==> src/rtl/uvma_spi_mstr_core.sv <==
// SPI master engine: all four CPOL/CPHA modes, runtime SCK divider,
// parametrised word width, multi-slave select and MSB/LSB bit order.
module uvma_spi_mstr_core #(
    parameter int SS_WIDTH   = 1,
    parameter int DATA_WIDTH = 8,
    parameter int DIV_WIDTH  = 8
) (
    input  logic                  clk,
    input  logic                  reset_n,
    input  logic                  cfg_cpol,
    input  logic                  cfg_cpha,
    input  logic                  cfg_lsb_first,
    input  logic [DIV_WIDTH-1:0]  cfg_div,
    input  logic                  req_valid,
    output logic                  req_ready,
    input  logic [DATA_WIDTH-1:0] req_data,
    input  logic [SS_WIDTH-1:0]   req_ss,
    output logic                  rsp_valid,
    output logic [DATA_WIDTH-1:0] rsp_data,
    output logic                  busy,
    output logic                  sck,
    output logic                  mosi,
    input  logic                  miso,
    output logic [SS_WIDTH-1:0]   ss
);

    localparam int EW = $clog2(2*DATA_WIDTH+1);
    localparam logic [EW-1:0] LAST_EDGE = EW'(2*DATA_WIDTH-1);

    typedef enum logic [2:0] {
        IDLE,
        SETUP,
        XFER,
        HOLD,
        GAP
    } state_t;

    state_t                state;
    logic [DIV_WIDTH-1:0]  cnt;
    logic [EW-1:0]         ecnt;
    logic [DATA_WIDTH-1:0] tx;
    logic [DATA_WIDTH-1:0] rx;
    logic                  cpol_q;
    logic                  cpha_q;
    logic                  lsb_q;
    logic [DIV_WIDTH-1:0]  div_q;
    logic                  tick;
    logic                  leading;
    logic                  last;

    // Bit currently at the head of the shift order
    function automatic logic head_bit(input logic [DATA_WIDTH-1:0] v,
                                      input logic lsb);
        return lsb ? v[0] : v[DATA_WIDTH-1];
    endfunction

    // Move the next bit to the head of the shift order
    function automatic logic [DATA_WIDTH-1:0] advance(
        input logic [DATA_WIDTH-1:0] v, input logic lsb);
        return lsb ? {1'b0, v[DATA_WIDTH-1:1]}
                   : {v[DATA_WIDTH-2:0], 1'b0};
    endfunction

    // Insert a received bit so the word assembles in transmit order
    function automatic logic [DATA_WIDTH-1:0] shift_in(
        input logic [DATA_WIDTH-1:0] v, input logic lsb, input logic b);
        return lsb ? {b, v[DATA_WIDTH-1:1]}
                   : {v[DATA_WIDTH-2:0], b};
    endfunction

    assign req_ready = (state == IDLE);
    assign busy      = (state != IDLE);
    assign tick      = (cnt == div_q);
    assign leading   = ~ecnt[0];
    assign last      = (ecnt == LAST_EDGE);

    // Transfer sequencer with registered SPI pins and response
    always_ff @(posedge clk or negedge reset_n) begin
        if (!reset_n) begin
            state     <= IDLE;
            cnt       <= '0;
            ecnt      <= '0;
            tx        <= '0;
            rx        <= '0;
            cpol_q    <= 1'b0;
            cpha_q    <= 1'b0;
            lsb_q     <= 1'b0;
            div_q     <= '0;
            sck       <= 1'b0;
            mosi      <= 1'b0;
            ss        <= '1;
            rsp_valid <= 1'b0;
            rsp_data  <= '0;
        end else begin
            rsp_valid <= 1'b0;
            unique case (state)
                IDLE: begin
                    sck  <= cfg_cpol;
                    mosi <= 1'b0;
                    if (req_valid) begin
                        cpol_q <= cfg_cpol;
                        cpha_q <= cfg_cpha;
                        lsb_q  <= cfg_lsb_first;
                        div_q  <= cfg_div;
                        tx     <= req_data;
                        rx     <= '0;
                        ss     <= ~req_ss;
                        cnt    <= '0;
                        state  <= SETUP;
                        mosi   <= cfg_cpha ? 1'b0
                                  : head_bit(req_data, cfg_lsb_first);
                    end
                end
                SETUP: begin
                    if (tick) begin
                        cnt   <= '0;
                        ecnt  <= '0;
                        state <= XFER;
                    end else begin
                        cnt <= cnt + DIV_WIDTH'(1);
                    end
                end
                XFER: begin
                    if (tick) begin
                        cnt  <= '0;
                        sck  <= ~sck;
                        ecnt <= ecnt + EW'(1);
                        if (leading) begin
                            if (!cpha_q) begin
                                rx <= shift_in(rx, lsb_q, miso);
                            end else begin
                                mosi <= head_bit(tx, lsb_q);
                                tx   <= advance(tx, lsb_q);
                            end
                        end else begin
                            if (cpha_q) begin
                                rx <= shift_in(rx, lsb_q, miso);
                            end else if (!last) begin
                                tx   <= advance(tx, lsb_q);
                                mosi <= head_bit(advance(tx, lsb_q), lsb_q);
                            end
                            if (last) begin
                                state <= HOLD;
                            end
                        end
                    end else begin
                        cnt <= cnt + DIV_WIDTH'(1);
                    end
                end
                HOLD: begin
                    sck <= cpol_q;
                    if (tick) begin
                        ss        <= '1;
                        rsp_valid <= 1'b1;
                        rsp_data  <= rx;
                        // The IDLE cycle completes the ss-high gap
                        cnt       <= DIV_WIDTH'(1);
                        state     <= (div_q == '0) ? IDLE : GAP;
                    end else begin
                        cnt <= cnt + DIV_WIDTH'(1);
                    end
                end
                GAP: begin
                    if (tick) begin
                        state <= IDLE;
                    end else begin
                        cnt <= cnt + DIV_WIDTH'(1);
                    end
                end
                default: begin
                    state <= IDLE;
                end
            endcase
        end
    end

endmodule
==> config.mk <==
export PLATFORM = sky130hd
export DESIGN_NAME = uvma_spi_mstr_core
export DESIGN_NICKNAME = d
export VERILOG_FILES = /design/src/rtl/uvma_spi_mstr_core.sv
export SDC_FILE = /design/constraint.sdc
export NUM_CORES = 1
export LEC_CHECK = 0
export ABC_CLOCK_PERIOD_IN_PS = 4880
export CAP_MARGIN = 20
export CORE_ASPECT_RATIO = 2
export CORE_MARGIN = 2
export CORE_UTILIZATION = 60
export CTS_BUF_LIST = sky130_fd_sc_hd__clkbuf_4
export DETAILED_ROUTE_END_ITERATION = 10
export GPL_ROUTABILITY_DRIVEN = 0
export PLACE_DENSITY = 0.85
export SLEW_MARGIN = 40
export SYNTH_ARGS = -nofsm -noshare
export SYNTH_HDL_FRONTEND = slang
export SYNTH_SLANG_ARGS = --single-unit
==> constraint.sdc <==
create_clock -name clk -period 4.88 [get_ports clk]
set_clock_uncertainty 0.2 [all_clocks]
set_input_delay 0.976 -clock clk [delete_from_list [all_inputs] [get_ports clk]]
set_output_delay 0.976 -clock clk [all_outputs]
set_load 0.02 [all_outputs]
Yosys cells after proc, flatten, opt, wreduce, memory -nomap -nowiden
Cells that the tools add are included.

Add/subtract/negate cells: 2. Multiply operators: 0. Divide/modulo/power cells: 0. Magnitude comparators: 0. Equality and inequality tests: 19. Shifts and indexed selects: 0. Mux-type cells: 49. Bitwise gates (word level): 2. Reduce and logical (&&, ||, !) cells: 19.

Operators with widths (count): 2-to-1 mux 8 bit (16); one-hot mux 8 bit (2 select lines) (2); one-hot mux 8 bit (4 select lines) (1); 2-to-1 mux 3 bit (8); inequality test 2 bit, second input constant (8); 2-to-1 mux 1 bit (15); inequality test 3 bit, second input constant (5); one-hot mux 3 bit (5 select lines) (1); 2-to-1 mux 5 bit (2); one-hot mux 5 bit (2 select lines) (1); AND reduction 5 bit (2); AND reduction 3 bit (3); adder 8 x 1 -> 8 bit, second input constant (1); equality test 8 bit (1); logical NOT 8 bit (1); AND reduction 7 bit (1); equality test 3 x 2 -> 1 bit, second input constant (2); AND reduction 2 bit (3); AND reduction 6 bit (1); nonzero test 2 bit (3); nonzero test 3 bit (2); adder 5 x 1 -> 5 bit, second input constant (1); equality test 5 x 4 -> 1 bit, second input constant (1); one-hot mux 1 bit (2 select lines) (2); 7 further kinds (8).

Register bits after elaboration: 55. Latch bits: 0. RAM bits: 0. Bits in read-only memories: 0. Bits of input ports: 24. Logic and storage cells: 105. Memories: 0.

Logic depth before layout (Yosys ltp)
Gate-level depths: netlist (run 1).

Depth in word-level cells: 7. Mapped depth: 8. Gate-level depth less buffers: 8.

Least setup slack after synthesis (run 1)
No wires, ideal clock.

Kind: reg2out. From: reg state[0]. To: out busy. Arrival: 1.495 ns. Data required time: 3.704 ns. Setup slack: 2.209 ns. Cell stages (with the launch flop): 4. Path through: dfrtp_1 -> clkbuf_1 -> nor3_1 -> inv_1.

Longest elaborated chain between the ends: 1.

RTL lines: start: declaration (RTL line 38) `state_t state;`; start signal: assignment (RTL line 158) `state <= (div_q == '0) ? IDLE : GAP;`; nonzero test 3 bit (RTL line 72) `assign busy = (state != IDLE);`; end: declaration (RTL line 20) `output logic busy,`.

No other way between the ends.

Worst setup path in the final report (run 1)
From: reg state[2]. To: out req_ready.

Longest elaborated chain between the ends: 1.

RTL lines: logical NOT 3 bit (RTL line 71) `assign req_ready = (state == IDLE);`; end: declaration (RTL line 15) `output logic req_ready,`.

No other way between the ends.

==> results of run 1 <==
-- cells in the mapped netlist, drive strengths merged, types with 8 or more instances --
library cell  number  area (µm²)
inv                8        30.0
mux2              29         327
a21oi              8        40.0
o21ai             17        85.1
mux2i             24         240
nor2              16        70.1
xor2               9        78.8
nand3             16        85.1
nand2             36         138
dfrtp             54        1350
clkbuf            14        52.6
-- power by group through the flow --
stage	clock network (mW)	logic, mW	registers (mW)
2_1_floorplan	0	0.575	0.680
3_3_place_gp	0	0.642	0.776
3_5_place_dp	0	0.668	0.784
4_1_cts	0.233	0.671	0.774
5_1_grt	0.247	0.728	0.798
6_report	0.223	0.667	0.779
-- sequential cells by signal, indices dropped and copies added, names as in the netlist --
name,flops
cpol_q,1
cnt,8
mosi,1
lsb_q,1
state,3
rsp_valid,1
rsp_data,8
sck,1
ss,1
tx,8
ecnt,5
div_q,8
cpha_q,1
rx,8
-- per-layer routing --
metal	global-route usage	up-vias	routed length [µm]
met5	0	-	0
met4	0.162	0	299
met2	0.458	87	3890
met3	0.0538	27	320
li1	-	1178	-
met1	0.275	1228	2520
-- metrics by stage --
step,util,setup WS (ns),power (mW)
6_report,0.697,1.38,1.67
3_3_place_gp,0.684,1.94,1.42
4_1_cts,0.697,1.44,1.68
3_5_place_dp,0.684,1.92,1.45
5_1_grt,0.697,1.36,1.77
2_1_floorplan,-,2.21,1.26
-- final timing paths --
check / to / startpoint
max in group asynchronous: lsb_q / reset_n
setup reg to reg: tx[3] / ecnt[0]
setup / recovery: req_ready / state[2]
hold reg to reg: ecnt[4] / ecnt[4]
hold / removal: ecnt[4] / ecnt[4]
min in group asynchronous: ecnt[3] / reset_n
-- final cells by class --
cell class	count	area, µm²
tap	58	72.6
fill	410	1540
inverter	9	33.8
timing repair buffer	38	373
clock inverter	3	26.3
clock buffer	5	37.5
multi-input combinational	227	1630
sequential	55	1380
-- critical path: cells and delay by family, from the launching register on --
kind | cells | cell delay (ns)
flops | 1 | 0.64
simple gates | 1 | 0.56
buf+inv | 1 | 0.71
-- kinds of logic after synthesis --
kind of cell / count (synthesis) / synth area share
compound gates: 63 / 0.134
simple gates: 98 / 0.167
flops: 55 / 0.442
buf+inv: 27 / 0.0350
mux: 53 / 0.182
fa+ha+maj: 3 / 0.0121
xor+xnor: 10 / 0.0281
-- cells in the final DEF, fill, tap and decap left out, drive strengths merged, types with 3 or more instances in the layout --
cell type,Yosys,routed
clkbuf,14,5
nor2,16,16
clkdlybuf4s50,0,36
ha,3,3
mux2,29,29
dfrtp,54,54
o211ai,4,4
o311ai,4,4
xor2,9,9
nor4,4,4
and3,4,4
o31ai,7,7
inv,8,10
nand2,36,36
nor3,7,7
a31oi,7,7
mux2i,24,24
nand2b,4,4
a21oi,8,8
nand3,16,16
o21ai,17,17
a211oi,3,3
==> metrics.md, run 1 <==
| Metric | Value |
|---|---|
| Status | finished clean |
| Final Non-Filler Cells | 395 |
| Synth Warn # | 0 |
| Final hold slack | 0.306 ns |
| Drt via density | 6.38 |
| Iteration-0 DRC Markers | 77 |
| Crit path DAT | 2.32 ns |
| First-pass GRT wire length | 11,400 µm |
| CTS HTree Levels | 2 |
| Comb pwr share | 0.400 |
| Clock buffer depth | 2 |
| Worst VDD drop | 0.327 mV |
| Drt pass-1 iters | 5 |
| Area delta synth->final | 14.0% |
| Crit path kind | flop to primary output |
| R2r setup slk | 2.18 ns |
| Ant diodes | 0 |
| Share of power burned in registers | 0.467 |
| Clock network power share | 0.134 |
| Final ANT Viol Nets | 0 |
| Post-synth cell types | 51 |
| Rows | 37 |
| Worst Path Required | 3.70 ns |
| Syn nets | 336 |
| Post-route minimum period | 3.50 ns |
| Crit path max fanout | 21 |
| CP Cell Sequence | nor3_1, clkdlybuf4s50_1 |
| CTS tree | yes |
| Critical path startpoint category | flop |
| Ys async rst share | 1.00 |
| Vias | 2,520 |
| Cell-internal power | 966 µW |
| Final worst-path cycle share | 0.717 |
| Final HPWL DP | 5120 µm |
| # setup viols final | 0 |
| Chip Width | 54.9 µm |
| Yosys reg bits | 55 |
| Critical path endpoint category | primary output |
| Post-CTS setup buffer count | 0 |
| IO buf count | 37 |
| Total CTS buffers | 5 |
| Post-synth EDFFs | 0 |
| Io pins | 38 |
| Post-route cell area | 3550 µm² |
| Switch share | 0.421 |
| Core area | 5090 µm² |
| Avg WL per Cell | 17.8 µm |
| FMAX | 0.286 GHz |
| Syn Inst Count | 309 |
| Grt total ovfl | 0 |
| Clk root buf | clkbuf_4 |
| # nets final | 363 |
| Vias in the first global route | 2,557 |
| Slew @ Worst Pin | 0.772 ns |
| Final Hold Vio Count | 0 |
| Chip height | 106 µm |
| Leak | 1.51 nW |
| Post-CTS Hold Buffers | 0 |
| Initial antenna violation count | 0 |
| Pin count of the biggest net entering global routing | 56 |
| Register area share after synthesis | 0.442 |
| Max-Slew Margin vs Limit | 0.484 |
| Worst-path clk slew | 0.16 ns |
| PD cells | 470 nW/µm² |
| Layout cells sized above 1 | 0.139 |
| Routed wire length | 7030 µm |
| # DRC | 0 |
| Setup TNS | 0 ns |
| Tot GR Track Use | 0.267 |
| Worst skew pair latency | 0.42 ns |
| Synthesized area per cell | 10.1 µm² |
| Die ar. | 5820 µm² |
| Post-CTS resize count | 0 |
| Switching power total | 704 µW |
| Total of max-cap violations | 0 |
| Initial Utilization | 0.612 |
| Final Max Tran Viols | 0 |
| Cells after DPL | 387 |
| CP max-delay cell | clkdlybuf4s50_1 |
| Mapped Area | 3110 µm² |
| Synth Flop Type | dfrtp_1 |
| Hold path depth | 1 |
| Worst hold path class | flop to flop |
| DP Area | 3480 µm² |
| RSZ-0062 raised after global routing | false |
| Worst R2R Path Depth | 8 |
| Crit-path max cell delay | 0.71 ns |
| Sinks on Clock Net | 55 |
Power figures use the tool's default switching activity.
==> run 2, diff against run 1 <==
--- a/config.mk
+++ b/config.mk
@@ -5,15 +5,15 @@
 export SDC_FILE = /design/constraint.sdc
 export NUM_CORES = 1
 export LEC_CHECK = 0
-export ABC_CLOCK_PERIOD_IN_PS = 4880
+export ABC_CLOCK_PERIOD_IN_PS = 3550
 export CAP_MARGIN = 20
 export CORE_ASPECT_RATIO = 2
 export CORE_MARGIN = 2
-export CORE_UTILIZATION = 60
+export CORE_UTILIZATION = 58
 export CTS_BUF_LIST = sky130_fd_sc_hd__clkbuf_4
 export DETAILED_ROUTE_END_ITERATION = 10
 export GPL_ROUTABILITY_DRIVEN = 0
-export PLACE_DENSITY = 0.85
+export PLACE_DENSITY = 0.83
 export SLEW_MARGIN = 40
 export SYNTH_ARGS = -nofsm -noshare
 export SYNTH_HDL_FRONTEND = slang
==> constraint.sdc (replaced) <==
create_clock -name clk -period 3.55 [get_ports clk]
set_clock_uncertainty 0.2 [all_clocks]
set_input_delay 0.71 -clock clk [delete_from_list [all_inputs] [get_ports clk]]
set_output_delay 0.71 -clock clk [all_outputs]
set_load 0.02 [all_outputs]
==> metrics.md, run 2 (synthesized netlist as in run 1, its figures left out) <==
| Metric | Value |
|---|---|
| Vias | 2,523 (+0.12%) |
| Sinks on Clock Net | 55 (unchanged) |
| Rows | 37 (unchanged) |
| CTS HTree Levels | 2 (unchanged) |
| Leak | 1.52 nW (+1.0%) |
| Avg WL per Cell | 17.6 µm (-1.2%) |
| Post-CTS Hold Buffers | 0 (unchanged) |
| Clock network power share | 0.157 (+0.023) |
| Max-Slew Margin vs Limit | 0.520 (+0.0359) |
| Post-CTS resize count | 0 (unchanged) |
| Total of max-cap violations | 0 (unchanged) |
| Worst Setup SP | state[2] |
| Initial antenna violation count | 0 (unchanged) |
| Total CTS buffers | 5 (unchanged) |
| Crit path max fanout | 21 (unchanged) |
| # nets final | 364 (+0.28%) |
| Io pins | 38 (unchanged) |
| CTS tree | yes |
| Final worst-path cycle share | 0.910 |
| Status | finished clean |
| Final hold slack | 0.0930 ns (-0.213 ns) |
| R2r setup slk | 0.87 ns (-1.31 ns) |
| Switch share | 0.405 (-0.0164) |
| Die ar. | 6010 µm² (+3.3%) |
| Iteration-0 DRC Markers | 117 (+52%) |
| Area delta synth->final | 14.9% |
| Worst skew pair latency | 0.39 ns (-0.03 ns) |
| Critical path endpoint | req_ready |
| Cell-internal power | 1.41 mW (+46%) |
| Routed wire length | 6970 µm (-0.92%) |
| Vias in the first global route | 2,417 (-5.5%) |
| Layout cells sized above 1 | 0.145 (+0.00550) |
| Share of power burned in registers | 0.444 (-0.023) |
| Commonest non-fill, non-tap cell in the layout | dfrtp_1 |
| Drt pass-1 iters | 4 (-1) |
| Clk root buf | clkbuf_4 |
| Final HPWL DP | 5080 µm (-0.83%) |
| Comb pwr share | 0.399 (about the same) |
| Worst hold path class | input pin to async pin |
| Initial Utilization | 0.606 (-0.00551) |
| # DRC | 0 (unchanged) |
| Grt total ovfl | 0 (unchanged) |
| Chip height | 108 µm (+1.6%) |
| Design Power | 2.37 mW (+42%) |
| Worst Path Required | 2.64 ns (-1.06 ns) |
| Worst-path clk slew | 0.16 ns (about the same) |
| Pin count of the biggest net entering global routing | 32 (-43%) |
| FMAX | 0.310 GHz |
| Core area | 5140 µm² (+0.91%) |
| Leading cell types in the layout, fill and taps excluded | 53 x dfrtp_1, 36 x clkdlybuf4s50_1, 34 x nand2_1 |
| # setup viols final | 0 (unchanged) |
| Post-route minimum period | 3.23 ns |
| Worst VDD drop | 0.519 mV (+59%) |
| First-pass GRT wire length | 11,300 µm (-0.90%) |
| Chip Width | 55.8 µm (+1.6%) |
| Ant diodes | 0 (unchanged) |
| Clock buffer depth | 2 (unchanged) |
| IO buf count | 37 (unchanged) |
| Final ANT Viol Nets | 0 (unchanged) |
| PD cells | 662 nW/µm² (+41%) |
| Final Hold Vio Count | 0 (unchanged) |
| RSZ-0062 raised after global routing | false |
| Critical R2R Capture | tx[4] |
| Tot GR Track Use | 0.240 (-0.0269) |
| Switching power total | 960 µW (+36%) |
| Crit path DAT | 2.32 ns (about the same) |
| Critical path startpoint category | flop |
| Critical path endpoint category | primary output |
| Final Max Tran Viols | 0 (unchanged) |
| Worst R2R Path Depth | 8 (unchanged) |
| Post-CTS setup buffer count | 0 (unchanged) |
| Slew @ Worst Pin | 0.714 ns (-0.0574 ns) |
| Reg2reg start | ecnt[0] |
| Crit path kind | flop to primary output |
| Drt via density | 6.37 (-0.13%) |
| Setup TNS | 0 ns (unchanged) |
-- run 2: worst max-delay path: stages (launching register included) --
cell and delay (ns):
dfrtp_1 0.63, nor3_1 0.58, clkdlybuf4s50_1 0.72
-- run 2: worst min path at each step --
stage / from / to / slack, ns / depth (start not counted)
final: reset_n / cnt[2] / 0.09 / 1
after global routing: reset_n / state[1] / 0.12 / 1
after CTS: reset_n / state[1] / 0.11 / 1
after detailed placement: ecnt[4] / ecnt[4] / 0.28 / 1
after global placement: ecnt[4] / ecnt[4] / 0.26 / 1
after floorplan: reset_n / cnt[0] / 0.21 / 0
-- run 2: routing by layer --
| metal | vias to the layer above | part of all wire | global-route usage |
|---|---|---|---|
| met1 | 1243 | 0.38 | 0.266 |
| met4 | 0 | 0.024 | 0.114 |
| met2 | 84 | 0.56 | 0.446 |
| li1 | 1179 | - | - |
| met5 | - | 0 | 0 |
| met3 | 17 | 0.040 | 0.0288 |
-- run 2: through the flow --
| stage | setup slack, ns | cell area (µm²) | instances | utilization |
|---|---|---|---|---|
| after detailed placement | 0.892 | 3490 | 388 | 0.680 |
| after CTS | 0.417 | 3580 | 396 | 0.696 |
| after floorplan | 1.15 | 3110 | 309 | - |
| final | 0.319 | 3580 | 396 | 0.697 |
| after global routing | 0.192 | 3580 | 396 | 0.697 |
| after global placement | 0.903 | 3490 | 388 | 0.680 |
-- run 2: power groups by stage --
stage          combinational (mW)  clock, mW  sequential [mW]
3_5_place_dp                0.947          0             1.06
6_report                    0.946      0.372             1.05
5_1_grt                      1.03      0.393             1.08
3_3_place_gp                0.917          0             1.05
4_1_cts                     0.950      0.373             1.05
2_1_floorplan               0.791          0            0.935
-- run 2: cell type report --
class	instances	area, µm²
clock inverter	2	38.8
inverter	9	33.8
sequential	55	1380
tap	58	72.6
multi-input combinational	227	1630
clock buffer	6	45.0
timing repair buffer	39	380
fill	390	1560
==> run 3, diff against run 2 <==
--- a/config.mk
+++ b/config.mk
@@ -5,7 +5,7 @@
 export SDC_FILE = /design/constraint.sdc
 export NUM_CORES = 1
 export LEC_CHECK = 0
-export ABC_CLOCK_PERIOD_IN_PS = 3550
+export ABC_CLOCK_PERIOD_IN_PS = 3300
 export CAP_MARGIN = 20
 export CORE_ASPECT_RATIO = 2
 export CORE_MARGIN = 2
==> constraint.sdc (replaced) <==
create_clock -name clk -period 3.3 [get_ports clk]
set_clock_uncertainty 0.2 [all_clocks]
set_input_delay 0.66 -clock clk [delete_from_list [all_inputs] [get_ports clk]]
set_output_delay 0.66 -clock clk [all_outputs]
set_load 0.02 [all_outputs]
==> metrics.md, run 3 (synthesized netlist as in run 1, its figures left out) <==
| Metric | Value |
|---|---|
| FMAX | 0.325 GHz |
| Iteration-0 DRC Markers | 96 (-18%) |
| Worst VDD drop | 0.565 mV (+8.9%) |
| Final HPWL DP | 5350 µm (+5.5%) |
| Worst hold path class | flop to flop |
| Chip Width | 55.8 µm (unchanged) |
| Leading cell types in the layout, fill and taps excluded | 53 x dfrtp_1, 36 x clkdlybuf4s50_1, 35 x nand2_1 |
| Drt pass-1 iters | 4 (unchanged) |
| Rows | 37 (unchanged) |
| Crit path DAT | 2.21 ns (-0.11 ns) |
| Sinks on Clock Net | 55 (unchanged) |
| Worst R2R Path Depth | 8 (unchanged) |
| Clk root buf | clkbuf_4 |
| Final worst-path cycle share | 0.932 |
| Total of max-cap violations | 0 (unchanged) |
| Drt via density | 6.26 (-1.7%) |
| Post-place setup slack | 0.672 ns (-0.219 ns) |
| Final Max Tran Viols | 0 (unchanged) |
| First-pass GRT wire length | 11,900 µm (+5.3%) |
| Crit path kind | flop to primary output |
| Pin count of the biggest net entering global routing | 23 (-28%) |
| Critical path startpoint category | flop |
| Critical R2R Capture | tx[3] |
| Post-CTS Hold Buffers | 1 (+1) |
| Vias in the first global route | 2,493 (+3.1%) |
| Setup TNS | 0 ns (unchanged) |
| Worst skew pair latency | 0.40 ns (about the same) |
| CTS tree | yes |
| Leak | 1.55 nW (+2.0%) |
| IO buf count | 37 (unchanged) |
| Final ANT Viol Nets | 0 (unchanged) |
| Initial Utilization | 0.606 (unchanged) |
| RSZ-0062 raised after global routing | false |
| Post-layout worst setup margin | 0.226 ns (-0.0938 ns) |
| Multi-input logic area | 1630 µm² (-0.15%) |
| Post-CTS setup buffer count | 0 (unchanged) |
| Clock buffer depth | 2 (unchanged) |
| # setup viols final | 0 (unchanged) |
| Worst-path clk slew | 0.15 ns (about the same) |
| Initial antenna violation count | 0 (unchanged) |
| Critical path endpoint category | primary output |
| Routed wire length | 7260 µm (+4.2%) |
| Io pins | 38 (unchanged) |
| Area delta synth->final | 16.5% |
| Final Hold Vio Count | 0 (unchanged) |
| Worst Path Required | 2.44 ns (-0.20 ns) |
| Total CTS buffers | 5 (unchanged) |
| Ant diodes | 0 (unchanged) |
| Hold Path End | ecnt[4] |
| Design Power | 2.55 mW (+7.7%) |
| Vias | 2,524 (+0.040%) |
| PD cells | 704 nW/µm² (+6.3%) |
| Avg WL per Cell | 18.0 µm (+2.4%) |
| Chip height | 108 µm (unchanged) |
| Max-Slew Margin vs Limit | 0.493 (-0.0266) |
| Post-route minimum period | 3.07 ns |
| Slew @ Worst Pin | 0.758 ns (+0.0435 ns) |
| Post-CTS resize count | 0 (unchanged) |
| Tot GR Track Use | 0.254 (+0.0145) |
| # fillers | 434 (+11%) |
| Grt total ovfl | 0 (unchanged) |
| Die ar. | 6010 µm² (unchanged) |
| CTS HTree Levels | 2 (unchanged) |
| # DRC | 0 (unchanged) |
| Layout cells sized above 1 | 0.154 (+0.00865) |
| R2r setup slk | 0.63 ns (-0.24 ns) |
| Reg2reg start | ecnt[0] |
| Core area | 5140 µm² (unchanged) |
| Status | finished clean |
| Reg area | 1380 µm² (unchanged) |
| HP Start | ecnt[4] |
| Hold path depth | 1 |
| # nets final | 371 (+1.9%) |
| Commonest non-fill, non-tap cell in the layout | dfrtp_1 |
| Crit path max fanout | 13 (-38%) |
## run 3: cell types whose count changed in the layout (fill, tap and decap cells not counted)
cell,before,now
clkinv_1,1,2
clkbuf_4,6,5
dlygate4sd3_1,0,1
nand2_2,2,1
buf_4,2,8
nand2_1,34,35
## run 3: worst max-delay path by stage
stage | end | startpoint | cells after the start | slack (ns)
final | req_ready | state[0] | 2 | 0.23
after global routing | req_ready | state[0] | 2 | 0.15
after CTS | req_ready | state[0] | 2 | 0.23
after detailed placement | tx[2] | ecnt[0] | 8 | 0.67
after global placement | req_ready | state[0] | 2 | 0.69
after floorplan | busy | state[0] | 3 | 0.95
## run 3: per-layer routing
metal,wire length [µm],GRT usage,vias up
li1,-,-,1184
met1,2760,0.279,1222
met2,3920,0.453,94
met3,287,0.0445,24
met4,296,0.145,0
met5,0,0,-
## run 3: cell type report
type / count / share of cell area
multi-input cells: 227 / 0.449
clock buffers: 5 / 0.0103
flip-flops and latches: 55 / 0.380
well taps: 58 / 0.0200
repair buffers: 46 / 0.120
inverters: 9 / 0.00931
clock inverters: 3 / 0.0117
## run 3: report_power, final
part | switching, mW | leakage (nW) | internal (mW)
logic | 0.541 | 0.804 | 0.499
registers | 0.271 | 0.708 | 0.861
clock network | 0.222 | 0.0432 | 0.160
## run 3: metrics by stage
stage	utilization	hold slack, ns	std cells	instance area, µm²
3_3_place_gp	0.688	0.273	394	3540
6_report	0.706	0.300	403	3630
3_5_place_dp	0.688	0.270	394	3540
4_1_cts	0.706	0.304	403	3630
2_1_floorplan	-	0.164	309	3110
5_1_grt	0.706	0.330	403	3630
## run 3: worst max-delay path, stage by stage (launching register included)
cell             delay [ns]
dfrtp_1                0.58
nor3_1                 0.53
clkdlybuf4s50_1        0.72
